==> config.mk <==
export PLATFORM = sky130hd
export DESIGN_NAME = uart_rx_fifo
export DESIGN_NICKNAME = d
export VERILOG_FILES = /design/src/rtl/uart_pkg.sv /design/src/rtl/uart_rx_fifo.sv
export SDC_FILE = /design/constraint.sdc
export NUM_CORES = 1
export LEC_CHECK = 0
export BUFFER_PORTS_ARGS = -buffer_cell sky130_fd_sc_hd__buf_2
export CAP_MARGIN = 20
export CELL_PAD_IN_SITES_DETAIL_PLACEMENT = 0
export CELL_PAD_IN_SITES_GLOBAL_PLACEMENT = 1
export CORE_MARGIN = 2
export CORE_UTILIZATION = 35
export DETAILED_ROUTE_END_ITERATION = 8
export GPL_ROUTABILITY_DRIVEN = 0
export MAX_ROUTING_LAYER = met4
export PLACE_DENSITY = 0.64
export SLEW_MARGIN = 10
export SYNTH_ARGS = -nofsm -noshare
export SYNTH_HDL_FRONTEND = slang
export SYNTH_SLANG_ARGS = --single-unit
==> constraint.sdc <==
create_clock -name clk -period 5.76 [get_ports clk]
set_input_delay 0.576 -clock clk [delete_from_list [all_inputs] [get_ports clk]]
set_output_delay 0.576 -clock clk [all_outputs]
set_load 0.005 [all_outputs]
==> src/rtl/uart_pkg.sv <==
`default_nettype none
// ============================================================================
//  Module      : uart_pkg
//  Description : Shared UART types and constants used by the receiver,
//                the pulse generator and the receive-side byte buffer.
//  Contents    : uart_byte_t     - one UART data byte
//                UartOversample  - receiver oversampling ratio
//  Revision    : 1.0 - initial release
// ============================================================================
package uart_pkg;

    typedef logic [7:0] uart_byte_t;

    localparam int UartOversample = 16;

endpackage : uart_pkg
`default_nettype wire

==> src/rtl/uart_rx_fifo.sv <==
`default_nettype none
// ============================================================================
//  Module      : uart_rx_fifo
//  Description : Receive-side circular byte buffer placed after uart_rx.
//                Every in_valid strobe is captured while room exists; the
//                receiver cannot be stalled, so bytes arriving while the
//                buffer is full are dropped and flagged in a sticky bit.
//                Bytes leave over a ready/valid stream with the head entry
//                read combinationally from the read pointer.
//  Ports       : clk            - system clock
//                rst            - asynchronous active-low reset
//                in_data        - byte from uart_rx
//                in_valid       - write strobe (level, one byte per cycle)
//                out_data       - byte at head of buffer
//                out_valid      - out_data holds a valid byte
//                out_ready      - consumer accepts out_data this cycle
//                count          - bytes currently stored, 0..DEPTH
//                overflow       - sticky: a byte was dropped while full
//                clear_overflow - synchronous clear of overflow
//  Revision    : 1.0 - initial release
// ============================================================================
module uart_rx_fifo
    import uart_pkg::*;
#(
    parameter int DEPTH = 16,   // power of two, minimum 2
    parameter int WIDTH = 8
) (
    input  logic                     clk,
    input  logic                     rst,
    input  logic [WIDTH-1:0]         in_data,
    input  logic                     in_valid,
    output logic [WIDTH-1:0]         out_data,
    output logic                     out_valid,
    input  logic                     out_ready,
    output logic [$clog2(DEPTH):0]   count,
    output logic                     overflow,
    input  logic                     clear_overflow
);

    localparam int c_AW = $clog2(DEPTH);

    // Pointers carry one bit beyond the address so full and empty differ.
    logic [c_AW:0]      r_wr_ptr;
    logic [c_AW:0]      r_rd_ptr;
    logic [WIDTH-1:0]   r_mem [DEPTH];
    logic               r_overflow;

    logic [c_AW:0]      w_count;
    logic               w_full;
    logic               w_rd;
    logic               w_wr;
    logic               w_drop;

    assign w_count = r_wr_ptr - r_rd_ptr;
    // count never exceeds DEPTH, so its MSB is set only when full.
    assign w_full  = w_count[c_AW];
    assign w_rd    = (w_count != '0) && out_ready;
    // A read on the same edge frees the slot the write needs.
    assign w_wr    = in_valid && (!w_full || w_rd);
    assign w_drop  = in_valid && !w_wr;

    always_ff @(posedge clk or negedge rst) begin
        if (!rst) begin
            r_wr_ptr <= '0;
            r_rd_ptr <= '0;
            for (int i = 0; i < DEPTH; i++) begin
                r_mem[i] <= '0;
            end
        end else begin
            if (w_wr) begin
                r_mem[r_wr_ptr[c_AW-1:0]] <= in_data;
                r_wr_ptr                  <= r_wr_ptr + 1'b1;
            end
            if (w_rd) begin
                r_rd_ptr <= r_rd_ptr + 1'b1;
            end
        end
    end

    // Sticky overflow; a drop on the same edge as a clear keeps it set.
    always_ff @(posedge clk or negedge rst) begin
        if (!rst) begin
            r_overflow <= 1'b0;
        end else if (w_drop) begin
            r_overflow <= 1'b1;
        end else if (clear_overflow) begin
            r_overflow <= 1'b0;
        end
    end

    assign out_data  = r_mem[r_rd_ptr[c_AW-1:0]];
    assign out_valid = (w_count != '0);
    assign count     = w_count;
    assign overflow  = r_overflow;

endmodule : uart_rx_fifo
`default_nettype wire

==> impl_metrics.tcl, run 1 <==
set metrics [dict create \
    tns_ns 0 \
    wl_per_cell_um 21.6 \
    stdcell_count 681 \
    worst_slew_pin_slew_ns 0.814 \
    final_nets 457 \
    cts_tree "done" \
    grt_pass1_vias 3806 \
    maxCapViolCount 0 \
    drc 0 \
    crit_required_ns 5.18 \
    muxShareOfSynthArea 0.351 \
    rsz0062_at_grt "false" \
    ys.warnings.count 0 \
    path_max_fanout 36 \
    drive_gt1_frac 0.566 \
    ctsHtreeMaxLevel 4 \
    via_per_inst 5.33 \
    area_growth_pct 14.2 \
    p_leak_nw 3.36 \
    yosys.area_share.simple 0.0661 \
    min_period_over_period 0.639 \
    final_hold_viol_count 0 \
    slew_headroom 0.457 \
    seq_area_frac_synth 0.516 \
    grt_antenna_before_repair 0 \
    cts_hold_buf 0 \
    synth_xor_area_frac 0.0143 \
    drtIter0Drc 216 \
    skew_ns 0.00921 \
    status "completed" \
    rows 50 \
    dp_hpwl_um 9550 \
    vias 3628 \
    ys_seq_elements 139 \
    start_kind "flop" \
    reg2reg_depth 9 \
    layout_min_cycle_time_ns 3.68 \
    async_reset_ff_frac 1.00 \
    syn_nets 431 \
    dp_cells 648 \
    cts.path.max_buffers 2 \
    synth_edf_count 0 \
    fp.dieH_um 143 \
    postCtsSetupBuffers 0 \
    p_total_mw 4.77 \
    cts_made_buffers 17 \
    utilization 0.410 \
    clk_latency_ns 0.43 \
    grt_usage 0.163 \
    hold_class "input port to async pin" \
    core_area_mm2 0.0188 \
    cts-resized-gates 0 \
    endpoint_kind "output pin" \
    first_pass_iters 6 \
    cts_sinks 139 \
    port_buffers 27 \
    grt_start_max_net_pins 79 \
    setup_ws_ns 2.08 \
    clock.fmax_ghz 0.272 \
    powerDensity_mw_per_mm2 620 \
    syn_area_per_cell_um2 16.5 \
    ys.flop_type "dfrtp_1" \
    synth_top_family_by_area "multiplexers" \
    peakVddDrop_mv 0.248 \
    io_pins 28 \
    root_buffer "clkbuf_16" \
    overflow 0 \
    start_util 0.359 \
    ant_nets 0 \
    dpl_cell_area_mm2 0.00707 \
    diodes 0 \
    setup_viol 0 \
    wl_um 14700 \
    die-area_mm2 0.0204 \
    synth_fa_ha_area_frac 0.0197 \
    whs_ns 0.133 \
    ys_types 30 \
    synthCells 408 \
    grt_pass1_wl_um 23400 \
    cts.clk_slew.worst_paths_ns 0.06 \
    fin_area_mm2 0.00769 \
    syn-cell-area_mm2 0.00674 \
    place_ws_ns 2.39 \
    die_width_um 143 \
    report.final.slew_viol_count 0 \
    critPathKind "flop to output pin" \
    synth_compound_area_frac 0.00799 \
    crit_arrival_ns 3.11 \
]
==> layer usage <==
metal,GRT usage,wire length [um],vias up
li1,-,-,1595
met1,0.217,6840,1970
met2,0.247,7220,44
met3,0.0456,501,19
met4,0.0443,149,0
met5,-,0,-
==> power breakdown <==
group | internal (mW) | total [mW] | switching [mW]
logic | 1.05 | 1.95 | 0.900
clock network | 0.682 | 1.12 | 0.437
registers | 1.44 | 1.70 | 0.261
==> worst max-delay path, stage by stage, from the launching register on <==
cell	delay [ns]
dfrtp_2	0.34
buf_4	0.60
ha_1	0.28
inv_1	0.06
fa_1	0.41
xor2_1	0.17
nor3_1	0.16
o21ai_0	0.22
or2_2	0.32
buf_2	0.13
==> cell usage in the layout, fill, tap and decap left out, types with 2 or more instances in the layout <==
master / synthesis / routed
xor2_1: 3 / 3
dfrtp_1: 139 / 138
buf_2: 2 / 26
o21ai_0: 2 / 2
xnor2_1: 8 / 8
mux4_2: 40 / 40
clkinv_2: 0 / 5
and3_1: 3 / 3
nor2b_1: 2 / 2
nand3_1: 3 / 3
ha_1: 9 / 9
nand4_4: 16 / 16
clkbuf_16: 0 / 17
mux2_2: 130 / 130
buf_4: 3 / 3
bufinv_16: 0 / 3
clkinvlp_4: 0 / 2
nor2_1: 4 / 4
nand2_1: 2 / 2
o211ai_1: 3 / 3
a21oi_1: 3 / 3
inv_1: 9 / 9
inv_6: 0 / 2
==> kinds of logic after synthesis <==
kind of cell,after synthesis
muxes,170
xor gates and xnor gates,11
DFF,139
AOI/OAI and AO/OA,9
and+or+nand+nor,35
adders and majority gates,10
buffers and inverters,34
==> state kept, by name, summed over array words and instances, names as in the netlist <==
register	cells
overflow	1
r_rd_ptr	5
r_wr_ptr	5
r_mem	128
==> synth_stat cells, types with 2 or more instances <==
cell	instances	share of area
a21oi_1	3	0.0022
and3_1	3	0.0028
buf_1	3	0.0017
buf_2	2	0.0015
buf_4	3	0.0033
clkbuf_1	14	0.0078
dfrtp_1	139	0.52
ha_1	9	0.017
inv_1	9	0.0050
mux2_2	130	0.22
mux4_2	40	0.13
nand2_1	2	0.0011
nand3_1	3	0.0022
nand4_4	16	0.051
nor2_1	4	0.0022
nor2b_1	2	0.0019
o211ai_1	3	0.0033
o21ai_0	2	0.0015
xnor2_1	8	0.010
xor2_1	3	0.0039
==> cell type report <==
type                    instances  area (um^2)
well taps                     234          293
inverters                      10         37.5
flip-flops and latches        139         3480
clock buffers                  18          429
multi-input cells             235         3090
fillers                      1731        11100
clock inverters                14          168
repair buffers                 31          191
==> path summary, 6_finish.rpt <==
kind,start,endpoint,slack [ns]
worst max register to register,r_rd_ptr[0],r_mem[105],2.44
worst min-delay path,rst,r_mem[115],0.13
min in group clk,clear_overflow,overflow,0.36
max in group asynchronous,rst,r_wr_ptr[2],4.58
worst max-delay path,r_rd_ptr[0],out_valid,2.08
worst min register to register,r_mem[43],r_mem[43],0.50
(Power assumes the default switching activity.)
==> run 2: changes to the inputs <==
==> constraint.sdc (replaced) <==
create_clock -name clk -period 3.6 [get_ports clk]
set_input_delay 0.36 -clock clk [delete_from_list [all_inputs] [get_ports clk]]
set_output_delay 0.36 -clock clk [all_outputs]
set_load 0.005 [all_outputs]
==> run 2 against run 1 <==
  * Global-route usage fell by 0.29 points
  * Final cell count rose by 0.15%
  * Sequential share of layout area barely moved
  * Non-clock buffer count rose by 2
  * Combinational power rose by 61%
  * Worst setup slack got worse by 1.5 ns
  * Final area barely moved
  * First-iteration DRC count fell by 24%
  * Critical endpoint is now out_data[5]
==> impl_metrics.tcl, run 2 (synthesis results as in run 1) <==
set metrics [dict create \
    die-area_mm2 0.0204 \
    layout_min_cycle_time_ns 3.04 \
    hold_path_depth 2 \
    core_area_mm2 0.0188 \
    top_register "r_mem" \
    min-delay-start "clear_overflow" \
    clock.fmax_ghz 0.329 \
    layout_commonest_cell "dfrtp_1" \
    cts_sinks 139 \
    vias 3637 \
    ant_nets 0 \
    min_period_over_period 0.844 \
    cts_made_buffers 17 \
    status "completed" \
    powerDensity_mw_per_mm2 976 \
    first_pass_iters 4 \
    worst_slew_pin_slew_ns 0.806 \
    final_nets 459 \
    die_width_um 143 \
    r2r_start "r_wr_ptr[0]" \
    stdcell_count 682 \
    grt_usage 0.160 \
    largest_reg_flops 128 \
    report.final.slew_viol_count 0 \
    cts_tree "done" \
    root_buffer "clkbuf_16" \
    start_util 0.359 \
    skew_ns 0.00893 \
    cts-resized-gates 0 \
    setup_ws_ns 0.563 \
    grt_antenna_before_repair 0 \
    reg2reg_slack_ns 0.73 \
    path_max_fanout 35 \
    crit_required_ns 3.24 \
    wl_um 14600 \
    overflow 0 \
    dp_hpwl_um 9110 \
    dp_cells 649 \
    rsz0062_at_grt "false" \
    wl_per_cell_um 21.5 \
    ctsHtreeMaxLevel 4 \
    rows 50 \
    top_regs "r_mem x128, r_rd_ptr x5, r_wr_ptr x5" \
    r2r-end "r_mem[106]" \
    area_growth_pct 14.1 \
    final_hold_viol_count 0 \
    p_leak_nw 3.36 \
    port_buffers 27 \
    reg2reg_depth 9 \
    grt_pass1_wl_um 23000 \
    grt_start_max_net_pins 127 \
    maxCapViolCount 0 \
    endpoint_kind "output pin" \
    drtIter0Drc 165 \
    hold_end "overflow" \
    io_pins 28 \
    crit_arrival_ns 2.68 \
    cts_hold_buf 0 \
    grt_pass1_vias 3845 \
    cts.clk_slew.worst_paths_ns 0.05 \
    critPathKind "flop to output pin" \
    clk_latency_ns 0.42 \
    peakVddDrop_mv 0.448 \
    drc 0 \
    postCtsSetupBuffers 0 \
    drive_gt1_frac 0.565 \
    dpl_cell_area_mm2 0.00707 \
    fill_cells 1714 \
    via_per_inst 5.33 \
    fin_area_mm2 0.00769 \
    place_ws_ns 0.730 \
    tns_ns 0 \
    fp.dieH_um 143 \
    slew_headroom 0.463 \
    final_cell_mix "138 x dfrtp_1, 130 x mux2_2, 40 x mux4_2, 26 x buf_2, 17 x clkbuf_16" \
    setup_viol 0 \
    hold_class "input port to flop" \
    diodes 0 \
    start_kind "flop" \
    cts.path.max_buffers 2 \
]
run 2: changes by cell type in the layout (fill, tap and decap cells not counted), sizes merged:
cell	previous run	this run
inv	13	10
dlygate4sd3	0	1
clkinvlp	2	1
bufinv	3	1
clkinv	6	5
clkbuf	18	25
run 2: critical path, stage by stage, from the launching register on:
cell and delay [ns]:
dfrtp_2 0.35, buf_4 0.57, mux4_2 0.64, mux4_2 0.51, buf_2 0.15
run 2: worst max-delay path by stage:
stage	cells past startpoint	start	end
6_report	4	r_rd_ptr[0]	out_data[5]
5_1_grt	4	r_rd_ptr[0]	out_data[4]
3_5_place_dp	9	r_wr_ptr[0]	r_mem[107]
3_3_place_gp	9	r_wr_ptr[0]	r_mem[107]
4_1_cts	4	r_rd_ptr[0]	out_data[5]
2_1_floorplan	10	r_rd_ptr[1]	r_mem[0]
run 2: report_power, final:
group          switching (mW)  leakage (nW)  internal, mW
combinational            1.45          1.33          1.69
clock                   0.631         0.288          1.05
sequential              0.383          1.75          2.30
run 2: final cells by class:
cell class,instances,area [um^2],share of cell area
Clock buffer,24,512,0.0666
Clock inverter,7,62.6,0.00814
Inverter,10,37.5,0.00488
Multi-Input combinational cell,235,3090,0.402
Sequential cell,139,3480,0.453
Tap cell,234,293,0.0381
Timing Repair Buffer,33,211,0.0275
run 2: metal layers:
layer | track usage | wire length [um] | up-vias
met5 | - | 0 | -
met4 | 0.0558 | 304 | 0
met3 | 0.0402 | 479 | 18
met2 | 0.237 | 6800 | 60
met1 | 0.216 | 7050 | 1967
li1 | - | - | 1592
run 2: metrics by stage:
| step | utilization | total power [mW] | hold WS, ns |
|---|---|---|---|
| global placement | 0.377 | 5.80 | 0.481 |
| global route | 0.410 | 7.98 | 0.157 |
| floorplan | - | 5.06 | 0.0644 |
| CTS | 0.408 | 7.59 | 0.129 |
| finish | 0.410 | 7.50 | 0.145 |
| detailed placement | 0.377 | 5.88 | 0.486 |
